$ cat src/rtl/networkadapter_pkg.sv
// -----------------------------------------------------------------------------
// networkadapter_pkg
//   Shared definitions for the network adapter AHB front-end.
//   - Target index constants. Each target owns one 16 KiB region.
//   - Region decode position.
//   - State type for the AHB demux FSM.
//   - Helper that turns a target index into a one-hot select.
// -----------------------------------------------------------------------------
package networkadapter_pkg;

  localparam int NA_TGT_CONF     = 0;
  localparam int NA_TGT_MPSIMPLE = 1;
  localparam int NA_TGT_DMA      = 2;
  localparam int NA_NUM_TGT      = 3;

  // haddr[NA_REGION_LSB +: 2] picks the 16 KiB target region
  localparam int NA_REGION_LSB   = 14;

  typedef enum logic [1:0] {
    NA_ST_IDLE = 2'd0,
    NA_ST_DATA = 2'd1,
    NA_ST_ERR1 = 2'd2,
    NA_ST_ERR2 = 2'd3
  } na_demux_state_t;

  // One-hot target select for a 2-bit region index. Index 3 yields all zeros.
  function automatic logic [NA_NUM_TGT-1:0] na_tgt_onehot(input logic [1:0] idx);
    logic [NA_NUM_TGT-1:0] oh;
    oh = '0;
    for (int i = 0; i < NA_NUM_TGT; i++) begin
      if (idx == 2'(i)) begin
        oh[i] = 1'b1;
      end
    end
    return oh;
  endfunction

endpackage

$ cat src/rtl/networkadapter_ahb_demux.sv
// -----------------------------------------------------------------------------
// networkadapter_ahb_demux
//   AHB-Lite slave front-end of the network adapter. It captures the address
//   phase and decodes it into one of three 16 KiB target regions: conf,
//   mpsimple and dma. It then presents a registered request, aligned to the
//   data phase, to the selected target. Target responses are merged back
//   upstream. Target errors, unmapped accesses and stalled targets all become
//   a two-cycle AHB ERROR.
//
// Ports
//   clk, rst       clock; synchronous active-high reset
//   hsel, haddr, hwrite, hsize, htrans, hready
//                  upstream address phase (hready is the bus-wide hreadyin)
//   hwdata         upstream write data (data phase)
//   hrdata, hreadyout, hresp
//                  upstream data-phase response
//   t_hsel         one-hot target select, asserted only in the data phase
//   t_haddr, t_hwrite, t_hsize
//                  registered request fields; t_haddr is the in-region offset
//   t_hwdata       pass-through of hwdata
//   t_hrdata, t_hready, t_hresp
//                  per-target response; target i read data is at [i*XLEN +: XLEN]
// -----------------------------------------------------------------------------
module networkadapter_ahb_demux
  import networkadapter_pkg::*;
#(
  parameter int         XLEN      = 32,
  parameter logic [2:0] TARGET_EN = 3'b111,
  parameter int         TIMEOUT   = 255
) (
  input  logic                       clk,
  input  logic                       rst,
  input  logic                       hsel,
  input  logic [31:0]                haddr,
  input  logic [XLEN-1:0]            hwdata,
  input  logic                       hwrite,
  input  logic [2:0]                 hsize,
  input  logic [1:0]                 htrans,
  input  logic                       hready,
  output logic [XLEN-1:0]            hrdata,
  output logic                       hreadyout,
  output logic                       hresp,
  output logic [NA_NUM_TGT-1:0]      t_hsel,
  output logic [15:0]                t_haddr,
  output logic                       t_hwrite,
  output logic [2:0]                 t_hsize,
  output logic [XLEN-1:0]            t_hwdata,
  input  logic [NA_NUM_TGT*XLEN-1:0] t_hrdata,
  input  logic [NA_NUM_TGT-1:0]      t_hready,
  input  logic [NA_NUM_TGT-1:0]      t_hresp
);

  // The watchdog threshold is held in the same 8-bit domain as the wait counter
  localparam logic [7:0] TIMEOUT_C = 8'(TIMEOUT);

  na_demux_state_t state_q, state_d;
  logic [1:0]      idx_q, idx_d;
  logic [15:0]     t_haddr_q, t_haddr_d;
  logic            t_hwrite_q, t_hwrite_d;
  logic [2:0]      t_hsize_q, t_hsize_d;
  logic [7:0]      wait_cnt_q, wait_cnt_d;

  // ---------------------------------------------------------------------------
  // Address-phase decode
  // ---------------------------------------------------------------------------
  logic       accept;
  logic       mapped;
  logic [1:0] addr_idx;
  logic [3:0] tgt_en_ext;

  assign accept     = hsel & htrans[1] & hready;
  assign addr_idx   = haddr[NA_REGION_LSB +: 2];
  // Region index 3 has no target. The padded enable bit makes it unmapped.
  assign tgt_en_ext = {1'b0, TARGET_EN};
  assign mapped     = (haddr[31:16] == 16'h0000) && tgt_en_ext[addr_idx];

  // ---------------------------------------------------------------------------
  // Response of the target owning the current data phase
  // ---------------------------------------------------------------------------
  logic            sel_ready;
  logic            sel_resp;
  logic [XLEN-1:0] sel_rdata;

  always_comb begin
    sel_ready = 1'b0;
    sel_resp  = 1'b0;
    sel_rdata = '0;
    for (int i = 0; i < NA_NUM_TGT; i++) begin
      if (idx_q == 2'(i)) begin
        sel_ready = t_hready[i];
        sel_resp  = t_hresp[i];
        sel_rdata = t_hrdata[i*XLEN +: XLEN];
      end
    end
  end

  logic [7:0] wait_cnt_inc;
  assign wait_cnt_inc = (wait_cnt_q == 8'hFF) ? 8'hFF : wait_cnt_q + 8'd1;

  // ---------------------------------------------------------------------------
  // FSM: next state and upstream response
  // ---------------------------------------------------------------------------
  logic take_addr;   // this cycle ends any data phase, so a new accept may start

  always_comb begin
    state_d    = state_q;
    idx_d      = idx_q;
    t_haddr_d  = t_haddr_q;
    t_hwrite_d = t_hwrite_q;
    t_hsize_d  = t_hsize_q;
    wait_cnt_d = wait_cnt_q;
    hreadyout  = 1'b1;
    hresp      = 1'b0;
    hrdata     = '0;
    take_addr  = 1'b0;

    case (state_q)
      NA_ST_IDLE: begin
        take_addr = 1'b1;
      end
      NA_ST_DATA: begin
        if (sel_resp) begin
          // Target error wins over ready. This cycle is a wait, and ERR1 follows.
          hreadyout = 1'b0;
          state_d   = NA_ST_ERR1;
        end else if (sel_ready) begin
          if (!t_hwrite_q) begin
            hrdata = sel_rdata;
          end
          take_addr = 1'b1;
        end else begin
          hreadyout  = 1'b0;
          wait_cnt_d = wait_cnt_inc;
          if ((TIMEOUT_C != 8'd0) && (wait_cnt_inc >= TIMEOUT_C)) begin
            state_d = NA_ST_ERR1;
          end
        end
      end
      NA_ST_ERR1: begin
        hreadyout = 1'b0;
        hresp     = 1'b1;
        state_d   = NA_ST_ERR2;
      end
      NA_ST_ERR2: begin
        hresp     = 1'b1;
        take_addr = 1'b1;
      end
      default: begin
        state_d = NA_ST_IDLE;
      end
    endcase

    if (take_addr) begin
      state_d = NA_ST_IDLE;
      if (accept) begin
        if (mapped) begin
          state_d    = NA_ST_DATA;
          idx_d      = addr_idx;
          t_haddr_d  = {2'b00, haddr[NA_REGION_LSB-1:0]};
          t_hwrite_d = hwrite;
          t_hsize_d  = hsize;
          wait_cnt_d = 8'd0;
        end else begin
          state_d = NA_ST_ERR1;
        end
      end
    end
  end

  always_ff @(posedge clk) begin
    if (rst) begin
      state_q    <= NA_ST_IDLE;
      idx_q      <= 2'd0;
      t_haddr_q  <= 16'h0000;
      t_hwrite_q <= 1'b0;
      t_hsize_q  <= 3'd0;
      wait_cnt_q <= 8'd0;
    end else begin
      state_q    <= state_d;
      idx_q      <= idx_d;
      t_haddr_q  <= t_haddr_d;
      t_hwrite_q <= t_hwrite_d;
      t_hsize_q  <= t_hsize_d;
      wait_cnt_q <= wait_cnt_d;
    end
  end

  // ---------------------------------------------------------------------------
  // Target-side request
  // ---------------------------------------------------------------------------
  assign t_hsel   = (state_q == NA_ST_DATA) ? na_tgt_onehot(idx_q) : '0;
  assign t_haddr  = t_haddr_q;
  assign t_hwrite = t_hwrite_q;
  assign t_hsize  = t_hsize_q;
  assign t_hwdata = hwdata;

endmodule

$ cat config.mk
export PLATFORM = sky130hd
export DESIGN_NAME = networkadapter_ahb_demux
export DESIGN_NICKNAME = d
export VERILOG_FILES = /design/src/rtl/networkadapter_pkg.sv /design/src/rtl/networkadapter_ahb_demux.sv
export SDC_FILE = /design/constraint.sdc
export NUM_CORES = 1
export LEC_CHECK = 0
export BUFFER_PORTS_ARGS = -buffer_cell sky130_fd_sc_hd__buf_2
export CORE_AREA = 4 4 101 103
export CTS_CLUSTER_DIAMETER = 40
export CTS_CLUSTER_SIZE = 10
export DETAILED_ROUTE_END_ITERATION = 8
export DIE_AREA = 0 0 105 107
export PLACE_DENSITY = 0.7
export SLEW_MARGIN = 10
export SYNTH_ARGS = -nofsm -noshare
export SYNTH_HDL_FRONTEND = slang
export SYNTH_SLANG_ARGS = --single-unit
$ cat constraint.sdc
create_clock -name clk -period 2 [get_ports clk]
set_input_delay 0.4 -clock clk [delete_from_list [all_inputs] [get_ports clk]]
set_output_delay 0.4 -clock clk [all_outputs]
set_load 0.01 [all_outputs]
==> impl_metrics.ini, run 1 <==
[cells_and_area]
design_area_sq_um = 4520
fin_nets = 726
layout_common_cells = buf_2, a21oi_1, nor2_1, buf_6, mux2i_1
multi_input_area_sq_um = 2040
seq_area_sq_um = 604
mostFrequentLayoutCell = buf_2
num-fill-cells = 844
drive_above_1_share = 0.585
fin_cells = 660
syn_to_final_growth_pct = 64.4

[die]
io_pins = 265
start_util = 0.299
die-width_um = 105
die_area_sq_um = 11200
core_sq_um = 9200
rows = 35
die_y_um = 107

[synth]
synthXorXnorAreaFrac = 0
async_flop_share = 0
synthMuxAreaShare = 0.132
synth-edff-count = 0
synth_top_cell_by_area = dfxtp_1
syn_area_sq_um = 2750
synth.area.top_cells = dfxtp_1, mux2i_1, a21oi_1, buf_4, nor2_1
synthCells = 364
synth_compound_area_frac = 0.258
synth-seq-cells = 30
yosysWarnings = 0
synth_top_family_by_area = compound AO/OA/AOI/OAI gates
synth.avg_cell_area_sq_um = 7.55
synthSimpleGateAreaFrac = 0.214
synth_seq_area_share = 0.218
synthAdderAreaFrac = 0.0182
yosysUniqueCellTypes = 50
synth_top_area_frac = 0.218
synth_flop_cell = dfxtp_1

[global_routing]
grt_pass1_wl_um = 16400
antenna_found_initial = 5
grtUsageTotal = 0.177
grt_max_degree = 35
grt_pass1_vias = 3330
grt_overflow_total = 0

[route]
post_drt_via_cell_ratio = 5.22
first_pass_iters = 4
drt-wirelength-per-cell_um = 16.9
antenna_left = 0
drc = 0
routed_wl_um = 11200
vias = 3448
drt_iter0_markers = 211

[critical_path]
startpoint_type = flip-flop
end_kind = output pin
worst_path_dominant_cell_family = simple AND/OR/NAND/NOR gates
cpPeakStageDelay_ns = 0.49
cp_max_fo = 8
crit_type = flip-flop to output pin
cp_data_arrival_time_ns = 1.98
cpMaxStageDelayCell = or3_4
cp_common_cell = buf_6
crit_buf_inv = 3
critical_path_required_ns = 1.60
crit_chain = buf_6 -> mux2i_2 -> a2bb2oi_2 -> or3_4 -> clkbuf_16 -> nor2_4 -> buf_6

[placement]
dp.cells = 643
io_buffers = 197
placed_area_sq_um = 3990
place_congestion = 0.813
dp.final_hpwl_um = 8130

[cts]
clk_latency_ns = 0.28
clk_pin_slew_ns = 0.07
cts_max_level = 2
clk_path_buf_depth = 2
cts_tree = yes
cts-root-buf = clkbuf_8
clock-sinks = 30
ctsHoldBuffers = 0
cts_made_buffers = 5

[power]
power_density_nw_per_um2 = 632
irDropWorstVdd_mv = 0.539
leakage_uw = 0.00192
power_uw = 2850

[sta]
fin_worst_skew_ns = 0.0125
hold_viol_final = 0
min_period_ns = 2.38
fmax_ghz = 0.421
timing.final.crit_share = 1.19
rsz0062_at_grt = yes
setup_slack_ns = -0.378
report.final.slew_viol_count = 0
setup_viol = 33

[status]
status = finished with violations
violations = negative setup slack

[run]
maxCapViolCount = 0

[worst_hold_path]
worst_hold_path_type = input port to flip-flop
cell type report:
cell class,instances,share of cell area
antenna,2,0.00111
clock buffer,6,0.0161
clock inverter,2,0.00831
inverter,5,0.00415
multi-input combinational,268,0.452
sequential,30,0.134
tap,111,0.0307
timing repair buffer,236,0.354
repair_timing:
item,CTS,global route
buffers inserted,3,0
hold endpoints to repair,0,0
resized for setup,14,44
cloned,2,2
pin swaps,2,3
setup endpoints to repair,33,59
stage by stage:
step                utilization  TNS, ns  hold slack [ns]  worst slack (ns)
floorplan                     -   -0.925            0.461           -0.0308
global placement          0.433    -8.08            0.444            -0.219
detailed placement        0.433    -9.64            0.452            -0.253
CTS                       0.461   -10.06            0.360            -0.340
global route              0.491   -13.21            0.361            -0.437
finish                    0.491   -11.06            0.368            -0.378
layer usage:
layer / track usage / vias to the layer above / wire length (um)
met5: 0 / - / 41
met4: 0.0628 / 6 / 200
met2: 0.321 / 164 / 5850
met3: 0.0542 / 25 / 1010
met1: 0.194 / 1611 / 4060
li1: - / 1642 / -
Yosys cell counts (all sizes together), types with 2 or more instances:
| library cell | n |
|---|---|
| nor2 | 69 |
| a21oi | 61 |
| buf | 50 |
| mux2i | 36 |
| dfxtp | 30 |
| o21ai | 23 |
| nand4 | 22 |
| clkbuf | 12 |
| inv | 5 |
| a211oi | 4 |
| ha | 4 |
| nand2 | 4 |
| a311oi | 3 |
| and3 | 3 |
| nor3 | 3 |
| nor4 | 3 |
| a31o | 2 |
| nand3 | 2 |
| nand3b | 2 |
| nor3b | 2 |
| o21bai | 2 |
| or3 | 2 |
| or4 | 2 |
final timing paths:
path	from	end	slack, ns	cells after the start
worst max-delay path	idx_q[0]	hrdata[12]	-0.38	7
worst min-delay path	haddr[7]	t_haddr[7]	0.37	3
worst max register to register	idx_q[0]	state_q[0]	0.09	7
worst min register to register	t_haddr[5]	t_haddr[5]	0.46	2
worst min-delay path, delay by kind of cell:
| family | cells | cell delay, ns |
|---|---|---|
| simple gates | 1 | 0.05 |
| buf+inv | 1 | 0.09 |
| compound gates | 1 | 0.06 |
flip-flops by register name, indices dropped and copies added (netlist names):
name        cells
idx_q           2
state_q         2
t_hwrite        1
wait_cnt_q      8
t_hsize         3
t_haddr        14
kinds of logic (layout without fill, tap and decap cells):
kind of cell               after synthesis  after routing
and+or+nand+nor                        120            120
muxes                                   36             36
buffers and inverters                   67            249
adders and majority gates                4              4
other                                    1              4
DFF                                     30             30
AOI/OAI and AO/OA                      106            106
power by group:
| part | total [uW] | internal [uW] | switching, uW |
|---|---|---|---|
| Combinational | 1610 | 698 | 916 |
| Clock | 612 | 372 | 240 |
| Sequential | 629 | 616 | 12.5 |
Power figures use the tool's default switching activity.
==> run 2: changes to the inputs <==
Settings changed: CORE_AREA 4 4 101 103 to 2 2 102 104, DIE_AREA 0 0 105 107 to 0 0 104 106, MAX_ROUTING_LAYER set to met4, PLACE_DENSITY 0.7 to 0.67.
==> impl_metrics.ini, run 2 (same netlist as run 1, synthesis figures left out) <==
[status]
status = finished with violations
violations = negative setup slack

[cts]
cts_made_buffers = 5
cts_tree = yes
clk_pin_slew_ns = 0.06
clock-sinks = 30
cts_max_level = 2
ctsHoldBuffers = 0
clk_path_buf_depth = 2
clk_latency_ns = 0.28
cts-root-buf = clkbuf_8

[sta]
timing.final.crit_share = 1.17
report.final.slew_viol_count = 0
hold_viol_final = 0
rsz0062_at_grt = yes
fin_worst_skew_ns = 0.00454
fmax_ghz = 0.427
finalSetupTns_ns = -10.09
setup_slack_ns = -0.341
min_period_ns = 2.34
setup_viol = 33

[power]
switching_power_uw = 1070
internal_power_uw = 1540
power_density_nw_per_um2 = 587
comb_power_share = 0.568
switching_share = 0.410
irDropWorstVdd_mv = 0.618
p_clk_frac = 0.190
seqPwrFrac = 0.242
leakage_uw = 0.00189

[die]
core_sq_um = 10000
die_area_sq_um = 11000
die_y_um = 106
io_pins = 265
rows = 37
start_util = 0.275
die-width_um = 104

[placement]
dp.final_hpwl_um = 7550
place_congestion = 0.838
io_buffers = 197

[run]
maxCapViolCount = 0

[worst_hold_path]
worst_hold_path_type = input port to flip-flop

[global_routing]
grt_pass1_wl_um = 15200
grtUsageTotal = 0.167
grt_overflow_total = 0
antenna_found_initial = 1
grt_max_degree = 36
grt_pass1_vias = 3209

[cells_and_area]
layout_common_cells = buf_2, a21oi_1, nor2_1, mux2i_1, buf_6
largest_reg_flops = 14
fin_nets = 725
syn_to_final_growth_pct = 61.8
drive_above_1_share = 0.577
mostFrequentLayoutCell = buf_2
fin_util = 0.445

[route]
drt_iter0_markers = 120
antenna_left = 0
vias = 3405
drt-wirelength-per-cell_um = 14.2
drc = 0
routed_wl_um = 9680
post_drt_via_cell_ratio = 4.99
first_pass_iters = 4

[critical_path]
cp_data_arrival_time_ns = 1.94
crit_type = flip-flop to output pin
critical_path_required_ns = 1.60
end_kind = output pin
cp_max_fo = 8
reg2reg_slack_ns = 0.02
startpoint_type = flip-flop
==> run 2: cell type report <==
class                           instances  area [sq um]
Sequential cell                        30           606
Timing Repair Buffer                  235          1540
Clock buffer                            7          86.3
Inverter                                5          18.8
Multi-Input combinational cell        268          2020
Antenna cell                            1          2.50
Fill cell                             998          5550
Clock inverter                          1          5.00
Tap cell                              136           170
==> run 2: final timing paths <==
check                           startpoint    endpoint  depth (start not counted)
worst max-delay path              idx_q[0]  hrdata[15]                          7
worst min-delay path              hsize[0]  t_hsize[0]                          3
worst max register to register    idx_q[0]  state_q[0]                          7
worst min register to register  t_hsize[1]  t_hsize[1]                          2
==> run 2: stage by stage <==
stage	setup slack [ns]	hold WS, ns	total power, uW	std cells	cell area (sq um)
finish	-0.341	0.374	2610	683	4450
global route	-0.402	0.383	2770	683	4450
CTS	-0.322	0.367	2580	681	4370
detailed placement	-0.143	0.453	1960	668	4030
global placement	-0.107	0.444	1940	668	4030
floorplan	-0.0308	0.461	1580	365	3040
==> run 2: power by group through the flow <==
stage,clock network (uW),registers [uW],logic [uW]
after floorplan,0,648,933
after global placement,0,643,1300
after detailed placement,0,644,1310
after CTS,511,629,1440
after global routing,548,633,1590
final,497,631,1480
==> run 2: critical path, stage by stage, from the launching register on <==
cell and delay, ns:
dfxtp_4 0.36, buf_6 0.13, mux2i_2 0.18, a2bb2oi_2 0.16, or3_4 0.43, buf_4 0.20, nor2_4 0.07, buf_2 0.13
==> run 2: metal layers <==
metal | track usage | part of all wire
met1 | 0.182 | 0.39
met4 | 0.0521 | 0.020
met2 | 0.306 | 0.52
met3 | 0.0343 | 0.073
met5 | - | 0
==> run 2: what timing repair did <==
action	4_1_cts	5_1_grt
pin swaps	3	2
resized for setup	39	11
endpoints found under the setup margin	34	60
gates cloned	0	1
setup buffers	6	2
==> run 3: changes to the inputs <==
Settings changed: BUFFER_PORTS_ARGS -buffer_cell sky130_fd_sc_hd__buf_2 to -buffer_cell sky130_fd_sc_hd__clkbuf_2.
==> impl_metrics.ini, run 3 (same netlist as run 1, synthesis figures left out) <==
[sta]
min_period_ns = 2.34
hold_viol_final = 0
report.final.slew_viol_count = 0
rsz0062_at_grt = yes
setup_slack_ns = -0.342
fmax_ghz = 0.427
setup_viol = 33
timing.final.crit_share = 1.17
fin_worst_skew_ns = 0.00346

[die]
die_area_sq_um = 11000
io_pins = 265
rows = 37
start_util = 0.275
die_y_um = 106
core_sq_um = 10000
die-width_um = 104

[cts]
clk_pin_slew_ns = 0.06
cts_tree = yes
clock-sinks = 30
cts_max_level = 2
clk_latency_ns = 0.28
cts-root-buf = clkbuf_8
ctsHoldBuffers = 0
clk_path_buf_depth = 2
cts_made_buffers = 5

[critical_path]
crit_chain = buf_6 -> mux2i_4 -> a2bb2oi_2 -> or3_4 -> buf_12 -> nor2_4 -> buf_6
crit_buf_inv = 3
cpPeakStageDelay_ns = 0.41
cp_data_arrival_time_ns = 1.94
startpoint_type = flip-flop
critical_path_required_ns = 1.60
crit_type = flip-flop to output pin
end_kind = output pin
cp_common_cell = buf_6
cpMaxStageDelayCell = or3_4
cp_max_fo = 13
worst_path_dominant_cell_family = simple AND/OR/NAND/NOR gates

[power]
comb_power_share = 0.577
switching_power_uw = 1100
switching_share = 0.409
irDropWorstVdd_mv = 0.549
p_clk_frac = 0.187
power_uw = 2680
leakage_uw = 0.00190
power_density_nw_per_um2 = 603
internal_power_uw = 1580
seqPwrFrac = 0.236

[route]
post_drt_via_cell_ratio = 4.98
first_pass_iters = 4
vias = 3391
antenna_left = 0
drc = 0
routed_wl_um = 9800
drt-wirelength-per-cell_um = 14.4
drt_iter0_markers = 115

[status]
status = finished with violations
violations = negative setup slack

[worst_hold_path]
worst_hold_path_type = input port to flip-flop

[cells_and_area]
syn_to_final_growth_pct = 61.4
fin_nets = 724
mostFrequentLayoutCell = clkbuf_2
design_area_sq_um = 4440
drive_above_1_share = 0.574
largest_reg_flops = 14
layout_common_cells = clkbuf_2, a21oi_1, nor2_1, mux2i_1, buf_6
diodes = 0

[placement]
dp.final_hpwl_um = 7590
io_buffers = 197
placed_area_sq_um = 4050
dp_slack_ns = -0.113
place_congestion = 0.839

[global_routing]
grt_pass1_vias = 3180
antenna_found_initial = 0
met2_usage = 0.313
grt_max_degree = 36
grtUsageTotal = 0.169
gr-max-usage-layer = met2
grt_use_met3 = 0.0313
grt_overflow_total = 0
grt_pass1_wl_um = 15200
grt_use_met1 = 0.185

[run]
maxCapViolCount = 0
## run 3: per-stage QoR
step / utilization / hold WS, ns / TNS, ns / cells
finish: 0.444 / 0.325 / -10.20 / 681
global route: 0.444 / 0.323 / -14.51 / 681
CTS: 0.422 / 0.323 / -10.41 / 679
detailed placement: 0.405 / 0.455 / -5.23 / 668
global placement: 0.405 / 0.447 / -3.89 / 668
floorplan: - / 0.461 / -0.925 / 365
## run 3: cell type report
type                       instances  area (sq um)
multi-input combinational        268          2020
tap                              136           170
clock inverter                     1          5.00
timing repair buffer             234          1530
fill                            1017          5560
sequential                        30           606
clock buffer                       7          86.3
inverter                           5          18.8
## run 3: what timing repair did
item,in CTS,in global routing
setup endpoints to repair,35,57
pin swaps,1,1
buffers inserted,3,2
gates resized for setup,13,63
## run 3: routing by layer
metal	wire length [um]	share of wire	vias up
met1	3900	0.40	1575
met4	209	0.021	0
met3	588	0.060	17
met2	5100	0.52	162
met5	0	0	-
li1	-	-	1637
## run 3: final timing paths
path	start	end	slack [ns]	cells past startpoint
setup / recovery	idx_q[0]	hrdata[9]	-0.34	7
hold / removal	rst	state_q[0]	0.32	2
setup reg to reg	idx_q[0]	t_hsize[2]	0.02	8
hold reg to reg	t_haddr[4]	t_haddr[4]	0.46	2
## run 3: worst reg2reg max path: cells and delay by family (launching register included)
kind | cells | cell delay [ns]
flip-flops | 1 | 0.37
buffers and inverters | 3 | 0.59
AND/OR/NAND/NOR | 2 | 0.27
AO/OA/AOI/OAI | 3 | 0.67
## run 3: power by group through the flow
stage          clock [uW]  combinational, uW  sequential, uW
2_1_floorplan           0                933             648
6_report              501               1540             630
3_3_place_gp            0               1350             643
4_1_cts               516               1450             629
3_5_place_dp            0               1370             643
5_1_grt               538               1680             633
